**src/rtl/limb_pkg.sv**
```systemverilog
// Shared Limb CPU definitions: fetch FSM states, opcode length field,
// and the opcode constants used by the decoder.
package limb_pkg;

  typedef enum logic [1:0] {
    FETCH_OP   = 2'd0,
    FETCH_MORE = 2'd1,
    HOLD       = 2'd2
  } fetch_state_t;

  // Instruction length lives in the top two bits of the opcode byte.
  localparam int LEN_MSB   = 7;
  localparam int LEN_LSB   = 6;
  localparam int MAX_EXTRA = 3;

  // Opcode constants (length field = bits [7:6], length = field + 1)
  localparam logic [7:0] OP_RET   = 8'h00;
  localparam logic [7:0] OP_NOP   = 8'h01;
  localparam logic [7:0] OP_PUSHI = 8'h41;
  localparam logic [7:0] OP_JMP   = 8'h80;
  localparam logic [7:0] OP_CALL  = 8'h81;
  localparam logic [7:0] OP_LDI32 = 8'hC0;

  // Total instruction length in bytes for a given opcode byte.
  function automatic logic [2:0] insn_len(input logic [7:0] opcode);
    return {1'b0, opcode[LEN_MSB:LEN_LSB]} + 3'd1;
  endfunction

endpackage

```
**src/rtl/limb_fetch_unit_if.sv**
```systemverilog
// Fetch-unit bus: program ROM port, instruction handshake to decode,
// and the redirect port from branch/call/RET.
interface limb_fetch_unit_if;
  logic [7:0]  rom_addr;
  logic [7:0]  rom_data;
  logic [31:0] ir;
  logic [7:0]  ir_pc;
  logic [2:0]  ir_len;
  logic        ir_valid;
  logic        ir_ready;
  logic        redirect_valid;
  logic [7:0]  redirect_pc;

  // Fetch unit side
  modport master (
    output rom_addr, ir, ir_pc, ir_len, ir_valid,
    input  rom_data, ir_ready, redirect_valid, redirect_pc
  );

  // ROM / decoder side
  modport slave (
    input  rom_addr, ir, ir_pc, ir_len, ir_valid,
    output rom_data, ir_ready, redirect_valid, redirect_pc
  );
endinterface

```
**src/rtl/limb_sat_counter.sv**
```systemverilog
// Saturating up-counter; sticks at all-ones, cleared only by reset.
module limb_sat_counter #(
  parameter int WIDTH = 16
) (
  input  logic             clk,
  input  logic             reset,
  input  logic             i_inc,
  output logic [WIDTH-1:0] o_count
);

  logic [WIDTH-1:0] r_count;

  // Count increments, holding at the maximum value.
  always_ff @(posedge clk or posedge reset) begin
    if (reset)
      r_count <= '0;
    else if (i_inc && (r_count != '1))
      r_count <= r_count + WIDTH'(1);
  end

  assign o_count = r_count;

endmodule

```
**src/rtl/limb_fetch_unit.sv**
```systemverilog
// Limb instruction fetch sequencer. Reads one ROM byte per cycle,
// assembles 1..4 byte instructions into ir and presents them over a
// valid/ready handshake. Owns the architectural PC.
// Optional feature macro: LIMB_FETCH_STATS_EN adds the fetch_count port
// (saturating count of accepted instructions).
//
//   state      | meaning
//   FETCH_OP   | reading opcode byte at pc
//   FETCH_MORE | reading extra operand bytes, remaining counts down
//   HOLD       | ir complete, ir_valid high, waiting for ir_ready
module limb_fetch_unit
  import limb_pkg::*;
#(
  parameter logic [7:0] RESET_PC = 8'h00
) (
  input  logic        clk,
  input  logic        reset,
  input  logic        fetch_en,
`ifdef LIMB_FETCH_STATS_EN
  output logic [15:0] fetch_count,
`endif
  limb_fetch_unit_if.master bus
);

  fetch_state_t r_state, w_state_nxt;
  logic [7:0]   r_pc, w_pc_nxt;
  logic [31:0]  r_ir, w_ir_nxt;
  logic [7:0]   r_ir_pc, w_ir_pc_nxt;
  logic [2:0]   r_ir_len, w_ir_len_nxt;
  logic [1:0]   r_remaining, w_remaining_nxt;
  logic [2:0]   w_byte_idx;

  // Index of the extra byte being fetched: 1 for the first operand byte.
  assign w_byte_idx = r_ir_len - {1'b0, r_remaining};

  // FSM state register.
  always_ff @(posedge clk or posedge reset) begin
    if (reset)
      r_state <= FETCH_OP;
    else
      r_state <= w_state_nxt;
  end

  // Next state and datapath; redirect beats fetch_en and sequencing.
  always_comb begin
    w_state_nxt     = r_state;
    w_pc_nxt        = r_pc;
    w_ir_nxt        = r_ir;
    w_ir_pc_nxt     = r_ir_pc;
    w_ir_len_nxt    = r_ir_len;
    w_remaining_nxt = r_remaining;
    if (bus.redirect_valid) begin
      w_pc_nxt    = bus.redirect_pc;
      w_state_nxt = FETCH_OP;
    end else begin
      case (r_state)
        FETCH_OP: begin
          if (fetch_en) begin
            w_ir_nxt        = {bus.rom_data, 24'h0};
            w_ir_pc_nxt     = r_pc;
            w_remaining_nxt = bus.rom_data[LEN_MSB:LEN_LSB];
            w_ir_len_nxt    = insn_len(bus.rom_data);
            w_pc_nxt        = r_pc + 8'd1;
            w_state_nxt     = (bus.rom_data[LEN_MSB:LEN_LSB] == 2'd0) ? HOLD : FETCH_MORE;
          end
        end
        FETCH_MORE: begin
          if (fetch_en) begin
            case (w_byte_idx)
              3'd1:    w_ir_nxt[23:16] = bus.rom_data;
              3'd2:    w_ir_nxt[15:8]  = bus.rom_data;
              3'd3:    w_ir_nxt[7:0]   = bus.rom_data;
              default: w_ir_nxt        = r_ir;
            endcase
            w_pc_nxt        = r_pc + 8'd1;
            w_remaining_nxt = r_remaining - 2'd1;
            if (r_remaining == 2'd1)
              w_state_nxt = HOLD;
          end
        end
        HOLD: begin
          if (bus.ir_ready)
            w_state_nxt = FETCH_OP;
        end
        default: w_state_nxt = FETCH_OP;
      endcase
    end
  end

  // Datapath registers: PC, instruction register and byte countdown.
  always_ff @(posedge clk or posedge reset) begin
    if (reset) begin
      r_pc        <= RESET_PC;
      r_ir        <= 32'h0;
      r_ir_pc     <= 8'h00;
      r_ir_len    <= 3'd1;
      r_remaining <= 2'd0;
    end else begin
      r_pc        <= w_pc_nxt;
      r_ir        <= w_ir_nxt;
      r_ir_pc     <= w_ir_pc_nxt;
      r_ir_len    <= w_ir_len_nxt;
      r_remaining <= w_remaining_nxt;
    end
  end

  assign bus.rom_addr = r_pc;
  assign bus.ir       = r_ir;
  assign bus.ir_pc    = r_ir_pc;
  assign bus.ir_len   = r_ir_len;
  assign bus.ir_valid = (r_state == HOLD);

`ifdef LIMB_FETCH_STATS_EN
  logic w_accept;

  // A handshake coinciding with a redirect still counts: that
  // instruction is the branch that caused the redirect.
  assign w_accept = (r_state == HOLD) && bus.ir_ready;

  limb_sat_counter #(.WIDTH(16)) u_fetch_count (
    .clk     (clk),
    .reset   (reset),
    .i_inc   (w_accept),
    .o_count (fetch_count)
  );
`endif

endmodule

```
**src/flat_wrapper.sv**
```systemverilog
// flat-port wrapper written by rule: the top's interface ports become plain ports
module limb_fetch_unit_flat import limb_pkg::*;
#(
  parameter logic [7:0] RESET_PC = 8'h00
)
  (clk, reset, fetch_en, bus_rom_addr, bus_ir, bus_ir_pc, bus_ir_len, bus_ir_valid, bus_rom_data, bus_ir_ready, bus_redirect_valid, bus_redirect_pc);
  limb_fetch_unit_if bus_i ();
  input  logic clk;
  input  logic reset;
  input  logic fetch_en;
  output wire logic [$bits(bus_i.rom_addr)-1:0] bus_rom_addr;
  output wire logic [$bits(bus_i.ir)-1:0] bus_ir;
  output wire logic [$bits(bus_i.ir_pc)-1:0] bus_ir_pc;
  output wire logic [$bits(bus_i.ir_len)-1:0] bus_ir_len;
  output wire logic [$bits(bus_i.ir_valid)-1:0] bus_ir_valid;
  input wire logic [$bits(bus_i.rom_data)-1:0] bus_rom_data;
  input wire logic [$bits(bus_i.ir_ready)-1:0] bus_ir_ready;
  input wire logic [$bits(bus_i.redirect_valid)-1:0] bus_redirect_valid;
  input wire logic [$bits(bus_i.redirect_pc)-1:0] bus_redirect_pc;
  assign bus_rom_addr = bus_i.rom_addr;
  assign bus_ir = bus_i.ir;
  assign bus_ir_pc = bus_i.ir_pc;
  assign bus_ir_len = bus_i.ir_len;
  assign bus_ir_valid = bus_i.ir_valid;
  assign bus_i.rom_data = bus_rom_data;
  assign bus_i.ir_ready = bus_ir_ready;
  assign bus_i.redirect_valid = bus_redirect_valid;
  assign bus_i.redirect_pc = bus_redirect_pc;
  limb_fetch_unit #(.RESET_PC(RESET_PC)) u_core (.clk(clk), .reset(reset), .fetch_en(fetch_en), .bus(bus_i));
endmodule
```
**config.mk**
```make
export PLATFORM = sky130hd
export DESIGN_NAME = limb_fetch_unit_flat
export DESIGN_NICKNAME = d
export VERILOG_FILES = /design/src/rtl/limb_pkg.sv /design/src/rtl/limb_fetch_unit_if.sv /design/src/rtl/limb_sat_counter.sv /design/src/rtl/limb_fetch_unit.sv /design/src/flat_wrapper.sv
export SDC_FILE = /design/constraint.sdc
export NUM_CORES = 1
export LEC_CHECK = 0
export ABC_AREA = 1
export ABC_CLOCK_PERIOD_IN_PS = 4850
export BUFFER_PORTS_ARGS = -buffer_cell sky130_fd_sc_hd__clkbuf_2
export CAP_MARGIN = 30
export CORE_MARGIN = 2
export CORE_UTILIZATION = 53
export DETAILED_ROUTE_END_ITERATION = 8
export MAX_ROUTING_LAYER = met4
export PLACE_DENSITY = 0.81
export SYNTH_ARGS = -nofsm -noshare
export SYNTH_HDL_FRONTEND = slang
export SYNTH_SLANG_ARGS = --single-unit
export TNS_END_PERCENT = 1
```
**constraint.sdc**
```tcl
create_clock -name clk -period 4.85 [get_ports clk]
set_input_delay 0.2425 -clock clk [delete_from_list [all_inputs] [get_ports clk]]
set_output_delay 0.2425 -clock clk [all_outputs]
set_load 0.005 [all_outputs]
```
==> results of run 1 <==
area by class of cell:
| cell class | count | area, sq um | share of cell area [%] |
|---|---|---|---|
| Sequential cell | 55 | 1380 | 44.7 |
| Multi-Input combinational cell | 209 | 1020 | 33.0 |
| Timing Repair Buffer | 74 | 390 | 12.7 |
| Inverter | 33 | 129 | 4.18 |
| Clock buffer | 8 | 100 | 3.25 |
| Tap cell | 54 | 67.6 | 2.19 |
cell usage in the layout (no fill, tap or decap), types with 2 or more instances in the layout:
cell type | Yosys | routed
nand2_2 | 4 | 4
o21ai_0 | 17 | 17
nand2_1 | 101 | 101
inv_2 | 3 | 4
clkbuf_8 | 0 | 7
o21ai_1 | 15 | 15
ha_1 | 5 | 5
dfrtp_1 | 54 | 54
clkbuf_2 | 0 | 72
inv_1 | 29 | 28
nor2_1 | 19 | 19
o21bai_1 | 2 | 2
nand3_1 | 32 | 32
logic make-up (layout without fill, tap and decap cells):
family	count (synthesis)	after routing
AO/OA/AOI/OAI	41	41
XOR/XNOR	1	1
adder cells (fa/ha/maj)	6	6
buffers and inverters	39	115
flip-flops	55	55
AND/OR/NAND/NOR	161	161
repair_timing:
item | 4_1_cts | 5_1_grt
hold endpoints to repair | 16 | 0
gates resized for setup | 0 | 0
hold buffers | 1 | 0
worst min path at each step:
| stage | start | to | slack (ns) | cells past startpoint |
|---|---|---|---|---|
| global placement | u_core.bus.ir[1] | u_core.bus.ir[1] | 0.46 | 2 |
| finish | bus_redirect_pc[5] | u_core.bus.rom_addr[5] | 0.17 | 3 |
| floorplan | bus_redirect_pc[2] | u_core.bus.rom_addr[2] | 0.37 | 2 |
| global route | bus_redirect_pc[5] | u_core.bus.rom_addr[5] | 0.16 | 3 |
| CTS | bus_redirect_pc[5] | u_core.bus.rom_addr[5] | 0.17 | 3 |
| detailed placement | reset | u_core.bus.ir_pc[1] | 0.23 | 2 |
per-stage QoR:
stage / instances / area [sq um] / total power, mW
floorplan: 303 / 2550 / 0.947
global placement: 423 / 2950 / 1.13
detailed placement: 424 / 2970 / 1.15
CTS: 433 / 3080 / 1.42
global route: 433 / 3080 / 1.52
finish: 433 / 3080 / 1.41
flip-flops by register name (all words and copies together), names as in the netlist:
register	cells
u_core.bus.ir_len	3
u_core.bus.rom_addr	8
u_core.bus.ir	32
u_core.r_remaining	2
u_core.r_state	2
u_core.bus.ir_pc	8
power breakdown:
part	switching (mW)	leakage (nW)	internal, mW
sequential	0.0845	0.708	0.586
clock	0.138	0.0515	0.131
combinational	0.273	0.983	0.194
critical path: stages, from the launching register on:
cell     delay, ns
dfstp_2       0.53
inv_1         0.05
ha_1          0.19
inv_1         0.07
fa_1          0.45
nor2_1        0.11
nand2_1       0.07
nand2_2       0.14
nand2_1       0.20
nand2_1       0.13
nand2_1       0.05
routing by layer:
layer  share of wire (%)  routed length (microns)  global-route usage, %  vias to the layer above
li1                    -                        -                      -                     1114
met1                  46                     2620                   32.3                     1019
met2                  47                     2660                   35.6                       80
met3                 5.5                      314                   4.80                        6
met4                 1.3                       71                   5.66                        0
met5                   0                        0                      -                        -
==> metrics, run 1 <==
Post-DP HPWL between 4000 and 5000 microns; # port buffers between 70 and 80; Adder-Cell Fraction of Synth Area 3.24%; Post-synth top cells nand2_1 (101), dfrtp_1 (54), nand3_1 (32); static leakage approximately 1.7 nW; Worst setup EP type flip-flop; largest net degree at the start of global routing 40; cell area after synthesis ~2600 sq um; Post-synth top flop dfrtp_1; post-synth top area cell dfrtp_1; dpl ws roughly 2.8 ns; Synth top area share 52.9%; Peak VDD IR 0.244 mV; Post-Synth XOR/XNOR Area less than 1%; R2R cell count 10; Die H approximately 73 microns; setup TNS 0 ns; CTS Buffer Depth 2; Final Cycle Share a little over two fifths; fin nets between 400 and 500; RSZ-0062 raised after global routing false; final antenna-violating net count 0; Ys Warns 0; vias per std cell 5.12; total iterations of the first detailed-routing run 4; worst skew pair latency 0.30 ns; Die W ~73 microns; Total GRT Usage 23.3%; CP max FO 9; grt ovf 0; GP Congestion roughly 0.84; Std-Cell Rows 25; largest family of logic cells by synthesized area simple AND/OR/NAND/NOR gates; Core Util, Final 65.7%; critical path startpoint category flip-flop; Initial Util between 50% and 60%; WL final 5670 microns; Antenna Cells 0; worst path required time just over 5 ns; dominant cells by area after synthesis dfrtp_1 (53%), nand2_1 (15%), nand3_1 (6.3%); final hold violations 0; Final setup viols 0; CP Class flip-flop to flip-flop; Synth Area in Simple Gates approximately 27%; Wirelength per Cell around 13 microns; Fmax achieved about 480 MHz; Slew headroom between 60 and 70%; Seq cells post-synth 55; EDFF count, synth 0; Post-Synthesis Net Count 330; first-pass GRT wire length between 9000 and 10000 microns; vias in the first global route ~2000; max cap viols 0; Clock Skew roughly 0.0046 ns; 1st-iter DRT viols approximately 180; CTS sink count 55; min-delay worst type input pin to flip-flop; status complete, no violations; Worst setup endpoint u_core.bus.ir[17]; CTS H-Tree Depth 2; die area 5390 sq um; P per Cell Area 456 nW/um^2; CP Data Arrival Time roughly 2.3 ns; clock-pin slew on the worst setup and hold paths approximately 0.09 ns; post-route minimum period ~2.1 ns; post-synthesis sequential area ratio approximately 54%; total core area between 4000 and 5000 sq um; R2R Path End u_core.bus.ir[17]; Top Ports 73; antenna violations before repair 0; Remaining DRCs 0; Synth Area in Compound Gates 9.17%; fillers around 400; count leader, synth nand2_1; Tightest Pin Transition about 0.48 ns; R2R setup slack roughly 2.8 ns; share of cells above drive strength 1 roughly a quarter; CTS root buf clkbuf_8; Netlist cell types 28; CTS tree built; worst r2r src u_core.bus.ir_len[0]; CTS Buf Count 5; synth-to-layout area growth 20.7%; final setup margin 2.76 ns; Cells after Synth roughly 300; DR vias around 2200; Post CTS Setup Buffer Count 0; syn_area_per_cell roughly 8.4 sq um; WHS 0.172 ns; Final Max Tran Viols 0; Setup crit start u_core.bus.ir_len[0]; post-synthesis mux area share 0%; asr flop ratio synth 100%
Note: power is estimated with default switching activity, not from simulation.
==> run 2: changes to the inputs <==
--- a/config.mk
+++ b/config.mk
@@ -6,14 +6,14 @@
 export NUM_CORES = 1
 export LEC_CHECK = 0
 export ABC_AREA = 1
-export ABC_CLOCK_PERIOD_IN_PS = 4850
+export ABC_CLOCK_PERIOD_IN_PS = 1700
 export BUFFER_PORTS_ARGS = -buffer_cell sky130_fd_sc_hd__clkbuf_2
 export CAP_MARGIN = 30
 export CORE_MARGIN = 2
-export CORE_UTILIZATION = 53
+export CORE_UTILIZATION = 46
 export DETAILED_ROUTE_END_ITERATION = 8
 export MAX_ROUTING_LAYER = met4
-export PLACE_DENSITY = 0.81
+export PLACE_DENSITY = 0.75
 export SYNTH_ARGS = -nofsm -noshare
 export SYNTH_HDL_FRONTEND = slang
 export SYNTH_SLANG_ARGS = --single-unit
==> constraint.sdc (replaced) <==
create_clock -name clk -period 1.7 [get_ports clk]
set_input_delay 0.085 -clock clk [delete_from_list [all_inputs] [get_ports clk]]
set_output_delay 0.085 -clock clk [all_outputs]
set_load 0.005 [all_outputs]
==> run 2 against run 1 <==
  * The flow now finishes with violations (negative setup slack)
  * Worst setup slack worse by 2.9 ns
  * Combinational power rose to 3.3 times the previous value
  * Global-route usage down 2.1 points
  * First-iteration DRC count up 1.6%
  * Non-clock buffer count up 10
  * Flip-flop and latch count unchanged
  * Via count up 3.8%
  * Critical path type unchanged
  * Clock skew about the same
  * Clock-buffer cell count down 1
  * Final cell count up 6.9%
==> metrics, run 2 (synthesis gave the netlist of run 1 again) <==
CP Class flip-flop to flip-flop; min-delay worst type input pin to flip-flop; max cap viols 0 (unchanged); Remaining DRCs 0 (unchanged); vias in the first global route 2052 (+1.4%); Worst setup EP type flip-flop; post-route insts no fill 463 (+6.9%); Post-DP HPWL 4400 microns (+4.9%); Tightest Pin Transition 0.489 ns (+0.00562 ns); global-route track usage on met3 3.56% (-1.2 points); static leakage 1.80 nW (+3.6%); crit path cell chain inv_2 > ha_4 > inv_2 > fa_1 > nor2_1 > nand2_2 > nand2_4 > nand2_4 > nand2_1 > nand2_1; Worst Path Buf+Inv 2 (unchanged); worst r2r src u_core.bus.ir_len[0]; P per Cell Area 1310 nW/um^2 (+190%); DR vias 2304 (+3.8%); Reg area 1380 sq um (unchanged); worst hold path depth 3 (unchanged); CTS root buf clkbuf_8; Levels on crit path 10 (unchanged); CTS H-Tree Depth 2 (unchanged); RSZ-0062 raised after global routing true; slowest CP cell dfstp_2; routing usage on met1 28.3% (-4.0 points); worst path required time 1.90 ns (-3.15 ns); Fmax achieved 535 MHz (+12%); failing checks negative setup slack; final antenna-violating net count 0 (unchanged); Die H 78.5 microns (+6.9%); 1st-iter DRT viols 187 (+1.6%); Top Usage Layer GRT met2; R2R cell count 10 (unchanged); area post-placement 3080 sq um (+3.6%); WL final 6080 microns (+7.4%); CTS Buf Count 5 (unchanged); CP max FO 8 (-1); fillers 514 (+32%); total core area 5440 sq um (+16%); HP Start bus_redirect_pc[2]; die area 6160 sq um (+14%); GP Congestion 0.871 (+3.2%); Antenna Cells 0 (unchanged); grt ovf 0 (unchanged); fin nets 417 (+3.0%); CTS tree built; M2 GR Usage 33.4% (-2.2 points); CTS Buffer Depth 2 (unchanged); commonest non-fill, non-tap cell in the layout nand2_1; Die W 78.5 microns (+6.9%); share of cells above drive strength 1 30.2% (+5.1 points); Std-Cell Rows 27 (+8.0%); critical path startpoint category flip-flop; Slew headroom 67.3% (-0.38 points); CP peak stage delay 0.55 ns (+0.02 ns); final instance area 3250 sq um (+5.4%); Final Max Tran Viols 0 (unchanged); Total GRT Usage 21.2% (-2.1 points); largest net degree at the start of global routing 35 (-13%); WHS 0.00290 ns (-0.169 ns); synth-to-layout area growth 27.2%; setup TNS -3.06 ns (-3.06 ns); Clock Skew 0.00448 ns (-0.000110 ns); R2R Path End u_core.bus.ir[16]; most frequent cells in the layout nand2_1 (96), clkbuf_2 (72), dfrtp_1 (54); Final Cycle Share 110% (+67 points); first-pass GRT wire length 9930 microns (+5.7%); Top Ports 73 (unchanged); post-route minimum period 1.87 ns (-0.218 ns); Largest register FFs 32 (unchanged); final hold violations 0 (unchanged); final setup margin -0.169 ns (-2.93 ns); R2R setup slack -0.17 ns (-2.93 ns); PnR Total Power 4.26 mW (+200%); total iterations of the first detailed-routing run 4 (unchanged); # port buffers 72 (unchanged); area of the multi-input gates 1080 sq um (+6.4%); Wirelength per Cell 13.1 microns (+0.44%); worst skew pair latency 0.31 ns (about the same); Final setup viols 24 (+24); antenna violations before repair 0 (unchanged); WHS Endpoint u_core.bus.rom_addr[2]; family with the most delay on the worst path adder cells; clock-pin slew on the worst setup and hold paths 0.10 ns (about the same); status finished, violations left; placed cells 450 (+6.1%); vias per std cell 4.98 (-2.9%); CTS sink count 55 (unchanged); Initial Util 46.9% (-7.5 points); CP Data Arrival Time 2.07 ns (-0.22 ns); Peak VDD IR 0.628 mV (+160%)
-- run 2: cell types whose count changed in the layout (fill, tap and decap cells not counted), moves of 2 or more --
cell     delta
inv_1       -2
buf_4      +10
inv_2       +2
nand2_4     +4
nand2_1     -5
nand2_2     +3
-- run 2: worst max-delay path by stage --
stage	start	end	slack, ns
after global routing	u_core.bus.ir_len[0]	u_core.bus.ir[7]	-0.25
after detailed placement	u_core.bus.ir_len[0]	u_core.bus.ir[16]	-0.16
after CTS	u_core.bus.ir_len[0]	u_core.bus.ir[0]	-0.16
after global placement	u_core.bus.ir_len[0]	u_core.bus.ir[15]	-0.11
final	u_core.bus.ir_len[0]	u_core.bus.ir[16]	-0.17
after floorplan	u_core.bus.ir_len[0]	u_core.bus.ir[16]	-0.06
-- run 2: layout make-up --
class	instances	area share (%)
sequential	55	42.4
multi-input combinational	211	33.3
timing repair buffer	84	14.3
inverter	33	3.97
clock buffer	7	2.97
tap	72	2.77
clock inverter	1	0.231
-- run 2: worst min-delay path, stage by stage --
cell      delay, ns
clkbuf_2       0.09
nand2_1        0.05
o221ai_1       0.05
-- run 2: power breakdown --
part / switching (mW) / internal (mW)
clock network: 0.425 / 0.371
registers: 0.253 / 1.67
logic: 0.875 / 0.665
-- run 2: per-stage QoR --
| stage | worst slack, ns | util (%) |
|---|---|---|
| after floorplan | -0.0617 | - |
| after global placement | -0.111 | 56.6 |
| after detailed placement | -0.158 | 56.6 |
| after CTS | -0.156 | 59.3 |
| after global routing | -0.254 | 59.7 |
| final | -0.169 | 59.7 |
-- run 2: per-layer routing --
| layer | routed length (microns) | up-vias | part of all wire [%] |
|---|---|---|---|
| met5 | 0 | - | 0 |
| met4 | 81 | 0 | 1.3 |
| met3 | 312 | 7 | 5.1 |
| met2 | 2920 | 70 | 48 |
| met1 | 2770 | 1086 | 45 |
| li1 | - | 1141 | - |
-- run 2: timing repair --
item                                    in CTS  in global routing
hold endpoints to repair                    21                  0
endpoints found under the setup margin      24                 24
gates resized for setup                      5                  3
gates cloned                                 1                  1
pin swaps                                    3                  3
hold buffers                                 1                  0
setup buffers                                1                  1
==> run 3: changes to the inputs <==
--- a/config.mk
+++ b/config.mk
@@ -7,13 +7,13 @@
 export LEC_CHECK = 0
 export ABC_AREA = 1
 export ABC_CLOCK_PERIOD_IN_PS = 1700
-export BUFFER_PORTS_ARGS = -buffer_cell sky130_fd_sc_hd__clkbuf_2
 export CAP_MARGIN = 30
 export CORE_MARGIN = 2
-export CORE_UTILIZATION = 46
+export CORE_UTILIZATION = 53
 export DETAILED_ROUTE_END_ITERATION = 8
+export DONT_BUFFER_PORTS = 1
 export MAX_ROUTING_LAYER = met4
-export PLACE_DENSITY = 0.75
+export PLACE_DENSITY = 0.71
 export SYNTH_ARGS = -nofsm -noshare
 export SYNTH_HDL_FRONTEND = slang
 export SYNTH_SLANG_ARGS = --single-unit
==> run 3 against run 2 <==
  * The flow still finishes with violations (negative setup slack)
  * Maximum frequency decreased by 2.6%
  * Global-route usage grew 2.5 points
  * Clock power is 12% lower
  * Core utilization rose by 5.7 points
  * First-iteration DRC count fell by 18%
  * Critical path depth unchanged
  * Sequential share of layout area up 2.5 points
  * Combinational power decreased by 16%
  * Die area decreased by 13%
==> metrics, run 3 (synthesis gave the netlist of run 1 again) <==
status finished, violations left; failing checks negative setup slack; slowest CP cell dfstp_2; P per Cell Area 1300 nW/um^2 (-1.0%); final antenna-violating net count 0 (unchanged); 1st-iter DRT viols 154 (-18%); Std-Cell Rows 25 (-7.4%); Antenna Cells 0 (unchanged); Clk pwr share 17.6% (-1.1 points); CP max FO 5 (-3); antenna violations before repair 0 (unchanged); Initial Util 54.4% (+7.5 points); synth-to-layout area growth 20.2%; Comb pwr share 32.5% (-3.6 points); post-route minimum period 1.92 ns (+0.0505 ns); Slew headroom 66.7% (-0.63 points); largest net degree at the start of global routing 35 (unchanged); critical path startpoint category flip-flop; Clock Skew 0.00466 ns (+0.000178 ns); Internal Power 2.51 mW (-7.3%); Tightest Pin Transition 0.499 ns (+0.00947 ns); share of cells above drive strength 1 15.4% (-15 points); CTS H-Tree Depth 2 (unchanged); Remaining DRCs 0 (unchanged); Flop pwr share 49.9% (+4.7 points); CTS tree built; R2R setup slack -0.22 ns (-0.05 ns); static leakage 1.57 nW (-13%); vias in the first global route 2016 (-1.8%); Fmax achieved 521 MHz (-2.6%); Total GRT Usage 23.7% (+2.5 points); CP Class flip-flop to flip-flop; crit path cell chain inv_2 > ha_4 > inv_2 > fa_2 > nor2_1 > nand2_1 > nand2_4 > buf_12 > nand3_2 > nand2_1; grt ovf 0 (unchanged); CP Data Arrival Time 2.16 ns (+0.09 ns); final setup margin -0.220 ns (-0.0505 ns); fillers 405 (-21%); WHS 0.00839 ns (+0.00549 ns); total core area 4690 sq um (-14%); most frequent cells in the layout nand2_1 (95), dfrtp_1 (54), nand3_1 (29); Final setup viols 24 (unchanged); # port buffers 0 (-100%); RSZ-0062 raised after global routing true; worst path required time 1.94 ns (+0.04 ns); worst skew pair latency 0.30 ns (about the same); CP peak stage delay 0.55 ns (about the same); area of the multi-input gates 1090 sq um (+1.2%); Wirelength per Cell 15.5 microns (+18%); WL final 6080 microns (-0.12%); Core Util, Final 65.4% (+5.7 points); Final Cycle Share 113% (+3.0 points); setup TNS -3.64 ns (-0.580 ns); Die H 73.4 microns (-6.5%); CTS Buffer Depth 2 (unchanged); Final Max Tran Viols 0 (unchanged); CTS Buf Count 5 (unchanged); final hold violations 0 (unchanged); fin nets 364 (-13%); DR vias 2111 (-8.4%); commonest non-fill, non-tap cell in the layout nand2_1; family with the most delay on the worst path adder cells; die area 5390 sq um (-13%); clock-pin slew on the worst setup and hold paths 0.10 ns (about the same); Peak VDD IR 0.774 mV (+23%); Sw Share 37.0% (+0.55 points); Reg area 1380 sq um (unchanged); total iterations of the first detailed-routing run 4 (unchanged); Largest register FFs 32 (unchanged); max cap viols 0 (unchanged); first-pass GRT wire length 9520 microns (-4.1%); min-delay worst type input pin to flip-flop; GP Congestion 0.857 (-1.5%); Worst setup EP type flip-flop; CTS sink count 55 (unchanged); Die W 73.4 microns (-6.5%); CTS root buf clkbuf_8; Post-DP HPWL 4160 microns (-5.5%); Worst Path Buf+Inv 3 (+1); switching power 1.48 mW (-5.0%); Top Ports 73 (unchanged); vias per std cell 5.39 (+8.2%)
## run 3: cell count changes in the layout (fill, tap and decap cells not counted), sizes merged
| cell | previous run | this run |
|---|---|---|
| nand2 | 108 | 107 |
| clkinv | 0 | 1 |
| dlygate4sd3 | 1 | 17 |
| buf | 11 | 15 |
| clkbuf | 79 | 7 |
| clkinvlp | 1 | 0 |
## run 3: worst min-delay path, stage by stage
cell     delay (ns)
nor2_1         0.02
nand2_1        0.07
o21ai_0        0.09
## run 3: power by group through the flow
stage               Clock, mW  Combinational, mW  Sequential, mW
finish                  0.700               1.30            1.99
global route            0.768               1.47            2.04
CTS                     0.703               1.21            1.99
detailed placement          0               1.14            2.02
global placement            0               1.11            2.00
floorplan                   0              0.794            1.95
## run 3: stage by stage
stage / area, sq um / std cells / setup WS, ns / total power [mW]
after global placement: 2750 / 364 / -0.0964 / 3.11
after detailed placement: 2750 / 364 / -0.165 / 3.16
final: 3070 / 392 / -0.220 / 3.99
after floorplan: 2580 / 303 / -0.0617 / 2.74
after CTS: 3020 / 390 / -0.172 / 3.91
after global routing: 3070 / 392 / -0.267 / 4.28
## run 3: path summary, 6_finish.rpt
| path | cells after the start | endpoint | startpoint |
|---|---|---|---|
| setup / recovery | 10 | u_core.bus.ir[17] | u_core.bus.ir_len[0] |
| hold / removal | 3 | u_core.r_state[1] | bus_ir_ready |
| setup reg to reg | 10 | u_core.bus.ir[17] | u_core.bus.ir_len[0] |
| hold reg to reg | 2 | u_core.bus.ir[14] | u_core.bus.ir[14] |
| max in group asynchronous | 3 | u_core.bus.ir[31] | reset |
| min in group asynchronous | 2 | u_core.bus.ir[9] | reset |
## run 3: per-layer routing
metal  vias to the layer above  GRT usage, %  part of all wire, %
met5                         -             -                    0
met4                         0          7.68                 0.87
met3                         4          5.49                  7.2
met2                        77          35.5                   47
met1                       998          32.2                   45
li1                       1032             -                    -
## run 3: repair_timing
item / 4_1_cts / 5_1_grt
setup endpoints to repair: 24 / 40
hold buffers: 17 / 0
setup buffers: 1 / 1
endpoints found under the hold margin: 37 / 0
cloned: 0 / 1
resized for setup: 2 / 11
pin swaps: 6 / 12
## run 3: layout make-up
cell class,count,share of cell area [%]
inverter,33,4.20
multi-input combinational,210,35.6
timing repair buffer,32,10.4
sequential,55,44.9
clock buffer,7,2.49
clock inverter,1,0.163
tap,54,2.20
